--- src/rtl/timer_incr_req.sv ---
// ============================================================================
// timer_incr_req
// ----------------------------------------------------------------------------
// Increment-request generator for the TIME1/3/4/5/6 counters. Three scaler
// phase levels arrive asynchronously to clk_sys. Each one is synchronised,
// its rising edges are turned into sticky per-counter requests, and those
// requests are presented to the counter priority chain. The chain hands back
// one-cycle grants that retire individual requests.
//
// If a new edge arrives while its request is still outstanding, that
// increment has been lost. The matching sticky overrun flag records this.
//
// Build option:
//   OVERRUN_CNT_EN  - adds ovf_cnt, a saturating 8-bit count of overrun
//                     events. When the macro is undefined the port and its
//                     logic do not exist.
//
// Ports:
//   clk      in   1  system clock, rising edge
//   rst_n    in   1  asynchronous active-low reset
//   F10A     in   1  scaler stage 10 phase A (async) -> T1, T3, T5
//   F10B     in   1  scaler stage 10 phase B (async) -> T4
//   F06B     in   1  scaler stage 6 phase B (async)  -> T6
//   T6ON     in   1  TIME6 enable (sync)
//   gnt      in   1  one-cycle grant pulse
//   gnt_id   in   3  granted index: 1=T1 2=T3 3=T4 4=T5 5=T6
//   ovf_clr  in   1  synchronous clear of overrun flags (and ovf_cnt)
//   req      out  1  any request pending
//   req_id   out  3  highest-priority pending index, 0 if none
//   pend     out  5  pending flags: bit0=T1 bit1=T3 bit2=T4 bit3=T5 bit4=T6
//   ovf      out  5  sticky overrun flags, same bit order as pend
//   ovf_cnt  out  8  saturating overrun event count (OVERRUN_CNT_EN only)
// ============================================================================
module timer_incr_req (
    input  logic       clk,
    input  logic       rst_n,
    input  logic       F10A,
    input  logic       F10B,
    input  logic       F06B,
    input  logic       T6ON,
    input  logic       gnt,
    input  logic [2:0] gnt_id,
    input  logic       ovf_clr,
    output logic       req,
    output logic [2:0] req_id,
    output logic [4:0] pend,
    output logic [4:0] ovf
`ifdef OVERRUN_CNT_EN
    ,
    output logic [7:0] ovf_cnt
`endif
);

    // Bit positions within the synchroniser vectors.
    localparam int SRC_F10A = 0;
    localparam int SRC_F10B = 1;
    localparam int SRC_F06B = 2;

    // Bit positions within pend / ovf.
    localparam int P_T1 = 0;
    localparam int P_T3 = 1;
    localparam int P_T4 = 2;
    localparam int P_T5 = 3;
    localparam int P_T6 = 4;

    logic [2:0] raw_in;
    logic [2:0] sync1;
    logic [2:0] sync2;
    logic [2:0] prev;
    logic [2:0] rise_q;
    logic       sync_vld1;
    logic       sync_vld2;
    logic       primed;

    logic [4:0] set_v;
    logic [4:0] clr_v;
    logic [4:0] ovr_v;
    logic [4:0] pend_nxt;
    logic [4:0] ovf_nxt;

    assign raw_in = {F06B, F10B, F10A};

    // ------------------------------------------------------------------------
    // Synchroniser, edge detector and priming.
    //
    // sync_vld1/sync_vld2 follow the data through the two synchroniser flops
    // to mark when sync2 first holds a real post-reset sample. That sample is
    // loaded into prev, and only after that is primed raised. As a result, a
    // level that was already high at reset is absorbed as the baseline and is
    // not seen as an edge.
    //
    // The detected edge is registered once more in rise_q. A rise sampled at
    // edge N therefore updates pend at edge N+3.
    // ------------------------------------------------------------------------
    always_ff @(posedge clk or negedge rst_n) begin
        if (!rst_n) begin
            sync1     <= '0;
            sync2     <= '0;
            prev      <= '0;
            rise_q    <= '0;
            sync_vld1 <= 1'b0;
            sync_vld2 <= 1'b0;
            primed    <= 1'b0;
        end else begin
            sync1     <= raw_in;
            sync2     <= sync1;
            prev      <= sync2;
            sync_vld1 <= 1'b1;
            sync_vld2 <= sync_vld1;
            primed    <= sync_vld2;
            rise_q    <= primed ? (sync2 & ~prev) : 3'b000;
        end
    end

    // ------------------------------------------------------------------------
    // Request set vector. One F10A edge feeds three counters at once. The T6
    // request is qualified by its enable on the cycle the edge lands.
    // ------------------------------------------------------------------------
    always_comb begin
        set_v       = '0;
        set_v[P_T1] = rise_q[SRC_F10A];
        set_v[P_T3] = rise_q[SRC_F10A];
        set_v[P_T5] = rise_q[SRC_F10A];
        set_v[P_T4] = rise_q[SRC_F10B];
        set_v[P_T6] = rise_q[SRC_F06B] & T6ON;
    end

    // ------------------------------------------------------------------------
    // Grant decode. Only the named bit is retired, and only if it is actually
    // pending. Out-of-range or idle indices decode to nothing.
    // ------------------------------------------------------------------------
    always_comb begin
        clr_v = '0;
        if (gnt) begin
            case (gnt_id)
                3'd1:    clr_v[P_T1] = 1'b1;
                3'd2:    clr_v[P_T3] = 1'b1;
                3'd3:    clr_v[P_T4] = 1'b1;
                3'd4:    clr_v[P_T5] = 1'b1;
                3'd5:    clr_v[P_T6] = 1'b1;
                default: clr_v       = '0;
            endcase
        end
        clr_v = clr_v & pend;
    end

    // ------------------------------------------------------------------------
    // Next-state for pend and ovf.
    //
    // When a new edge arrives in the same cycle as a grant for that bit, the
    // grant is consumed and the new edge takes its place. pend stays high and
    // no increment is lost, so this is not counted as an overrun.
    //
    // Disabling TIME6 drops any outstanding T6 request. Its overrun history
    // is kept.
    //
    // A fresh overrun wins over ovf_clr for that bit.
    // ------------------------------------------------------------------------
    always_comb begin
        ovr_v          = set_v & pend & ~clr_v;
        pend_nxt       = set_v | (pend & ~clr_v);
        pend_nxt[P_T6] = pend_nxt[P_T6] & T6ON;
        ovf_nxt        = ovr_v | (ovf_clr ? 5'b00000 : ovf);
    end

    always_ff @(posedge clk or negedge rst_n) begin
        if (!rst_n) begin
            pend <= '0;
            ovf  <= '0;
        end else begin
            pend <= pend_nxt;
            ovf  <= ovf_nxt;
        end
    end

    // ------------------------------------------------------------------------
    // Request outputs. Fixed priority: T1 > T3 > T4 > T5 > T6.
    // ------------------------------------------------------------------------
    assign req = |pend;

    always_comb begin
        req_id = 3'd0;
        if (pend[P_T1]) begin
            req_id = 3'd1;
        end else if (pend[P_T3]) begin
            req_id = 3'd2;
        end else if (pend[P_T4]) begin
            req_id = 3'd3;
        end else if (pend[P_T5]) begin
            req_id = 3'd4;
        end else if (pend[P_T6]) begin
            req_id = 3'd5;
        end
    end

`ifdef OVERRUN_CNT_EN
    // ------------------------------------------------------------------------
    // Overrun event counter. A single F10A edge can overrun three requests at
    // once, so the per-cycle increment is a popcount of ovr_v. When ovf_clr
    // coincides with new overruns, the counter restarts from this cycle's
    // events rather than from zero.
    // ------------------------------------------------------------------------
    logic [2:0] ovr_num;
    logic [7:0] cnt_base;
    logic [8:0] cnt_sum;

    always_comb begin
        ovr_num = 3'd0;
        for (int i = 0; i < 5; i++) begin
            ovr_num = ovr_num + {2'b00, ovr_v[i]};
        end
        cnt_base = ovf_clr ? 8'd0 : ovf_cnt;
        cnt_sum  = {1'b0, cnt_base} + {6'b000000, ovr_num};
    end

    always_ff @(posedge clk or negedge rst_n) begin
        if (!rst_n) begin
            ovf_cnt <= 8'd0;
        end else begin
            ovf_cnt <= cnt_sum[8] ? 8'hFF : cnt_sum[7:0];
        end
    end
`endif

endmodule

--- config.mk ---
export PLATFORM = sky130hd
export DESIGN_NAME = timer_incr_req
export DESIGN_NICKNAME = d
export VERILOG_FILES = /design/src/rtl/timer_incr_req.sv
export SDC_FILE = /design/constraint.sdc
export NUM_CORES = 1
export LEC_CHECK = 0
export ABC_AREA = 1
export BUFFER_PORTS_ARGS = -buffer_cell sky130_fd_sc_hd__buf_4
export CAP_MARGIN = 25
export CORE_MARGIN = 10
export CORE_UTILIZATION = 50
export CTS_CLUSTER_SIZE = 10
export DETAILED_ROUTE_END_ITERATION = 6
export GPL_TIMING_DRIVEN = 0
export PLACE_DENSITY = 0.77
export SETUP_SLACK_MARGIN = 0.1
export SYNTH_ARGS = -nofsm -noshare
export SYNTH_HDL_FRONTEND = slang
export SYNTH_SLANG_ARGS = --single-unit
--- constraint.sdc ---
create_clock -name clk -period 1.05 [get_ports clk]
set_input_delay 0.1575 -clock clk [delete_from_list [all_inputs] [get_ports clk]]
set_output_delay 0.1575 -clock clk [all_outputs]
set_load 0.05 [all_outputs]
==> metrics.txt <==
Slew Limit Fails=0; Ys Warns=0; PortBufs=24; GP Congestion=0.776; Worst Setup Slack, final=-0.416 ns; Crit path required time=0.89 ns; mean post-synth cell area=10.7 µm²; CP Data Arrival Time=1.31 ns; Cells after Synth=82; num rows=15; Final Cell Area=1390 µm²; Via density=5.07; synthesized cell area=877 µm²; final WL=2310 µm; top sig layer=met4; drt first pass iters=2; Area Overhead vs Synth=58.3%; critical path endpoint category=primary output; first-pass GRT wire length=3090 µm; CTS tree=built; TritonCTS buffer count=3; Peak VDD IR=1.17 mV; Congestion Overflow GR=0; kind of critical path=register to primary output; Tcrit/Tclk final=1.40; slowest stage delay, CP=0.55 ns; Initial Util=0.519; PD cells=1570 nW/µm²; number of placed I/O pins=25; die span in y=61.9 µm; post-route ant nets=0; slowest CP cell=dfrtp_4; total power draw=2.18 mW; violated checks=setup timing; CP Cell Sequence=nor4_4, buf_6; share of post-route cells with drive strength above 1=0.508; critical-path maximum fanout=4; status=finished, violations left; Detailed Place HPWL=1390 µm; CTS Buffer Depth=2; Synth Register Bits=25; routed vias=715; unrepaired setup endpoints after global routing=true; WHS=0.0716 ns; Worst-path clk slew=0.12 ns; n_diodes=0; clk root buf=clkbuf_4; First DRT Iteration DRCs=6; initial antenna violation count=0; final hold violations=0; drt drc=0; final core utilization=0.822; Placed Area=1130 µm²; largest net degree at the start of global routing=26; Distinct cells, synth=14; Core Region=1690 µm²; clk_lat worst skew=0.30 ns; Post-Syn Nets=93; min-delay worst type=primary input to register; Setup Viol. Count Final=9; Clock Skew=0.00481 ns; Total Die Area=3830 µm²; Worst Setup Start Kind=register; Tot GR Track Use=0.108; Routed met1 length=877 µm; die width=61.9 µm; H-tree depth=1; sequential area share after synthesis=0.713; Final nets=136; static leakage power=0.690 nW; WL met2=1240 µm; flop-to-flop setup slack=0.02 ns; wire per inst=16.4 µm; met3 WL post-DR=146 µm; crit path time final=1.47 ns; clk sink count=25; vias in the first global route=756; total of max-cap violations=0; FMAX=682 MHz
-- what timing repair did --
action                                  in CTS  in global routing
pin swaps                                    2                  3
endpoints found under the hold margin       28                  0
endpoints found under the setup margin      14                 17
hold buffers                                 4                  0
setup buffers                                5                  5
resized for setup                           14                 16
-- final timing paths --
kind	cells past startpoint	endpoint	startpoint
worst max-delay path	2	req_id[2]	pend[0]$_DFF_PN0_
worst min-delay path	3	pend[4]$_DFF_PN0_	T6ON
worst max register to register	4	ovf[1]$_DFF_PN0_	pend[1]$_DFF_PN0_
worst min register to register	0	primed$_DFF_PN0_	sync_vld2$_DFF_PN0_
max in group asynchronous	2	pend[1]$_DFF_PN0_	rst_n
min in group asynchronous	2	rise_q[0]$_DFF_PN0_	rst_n
-- stage by stage --
stage	setup TNS [ns]	instances	setup slack (ns)
5_1_grt	-2.92	141	-0.469
3_3_place_gp	-0.116	123	-0.0920
3_5_place_dp	-0.180	123	-0.120
4_1_cts	-2.31	136	-0.404
6_report	-2.27	141	-0.416
2_1_floorplan	-0.941	82	-0.396
-- cells in the final DEF, fill, tap and decap left out, drive strengths merged --
cell type,netlist,final
a21oi,3,3
buf,0,34
clkbuf,0,3
clkinv,0,1
conb,1,1
dfrtp,25,25
dlygate4sd3,0,4
inv,11,11
nand2,25,25
nand3,5,5
nand4,1,1
nor2,7,7
nor4,1,1
o21ai,3,3
-- layout make-up --
class | count | area, µm²
clock buffer | 3 | 22.5
clock inverter | 1 | 5.00
fill | 96 | 300
inverter | 11 | 46.3
multi-input combinational | 46 | 287
sequential | 25 | 637
tap | 17 | 21.3
timing repair buffer | 38 | 370
-- cells in the mapped netlist --
library cell / number / area share
o21ai_2: 2 / 0.020
a21oi_2: 1 / 0.010
a21oi_1: 2 / 0.011
conb_1: 1 / 0.0043
nand2_2: 1 / 0.0071
nand4_1: 1 / 0.0071
nor2_1: 5 / 0.021
nand2_1: 24 / 0.10
inv_1: 11 / 0.047
nor4_1: 1 / 0.0071
o21ai_0: 1 / 0.0057
dfrtp_1: 25 / 0.71
nor2_2: 2 / 0.014
nand3_1: 5 / 0.029
-- logic make-up after synthesis --
logic type,share of synthesized area
DFF,0.713
and+or+nand+nor,0.188
other,0.00428
buffers and inverters,0.0471
AOI/OAI and AO/OA,0.0471
-- state kept, by name (all words and copies together), names as in the netlist --
signal and cells:
pend 5, sync_vld2 1, sync1 3, sync_vld1 1, prev 3, ovf 5, primed 1, sync2 3
rise_q 3
-- where the power goes --
part	leakage (nW)	internal, mW	switching [mW]
Clock	0.0177	0.142	0.252
Sequential	0.299	1.04	0.0807
Combinational	0.373	0.278	0.385
-- per-layer routing --
layer	track usage	vias up
met2	0.206	25
met5	0	-
li1	-	334
met4	0.0605	0
met1	0.101	350
met3	0.0264	6
-- worst max-delay path, delay by kind of cell (launching register included) --
kind / cells / cell delay, ns
simple gates: 1 / 0.26
buf+inv: 1 / 0.20
flops: 1 / 0.55
No activity file was read; power rests on OpenSTA's default activity.
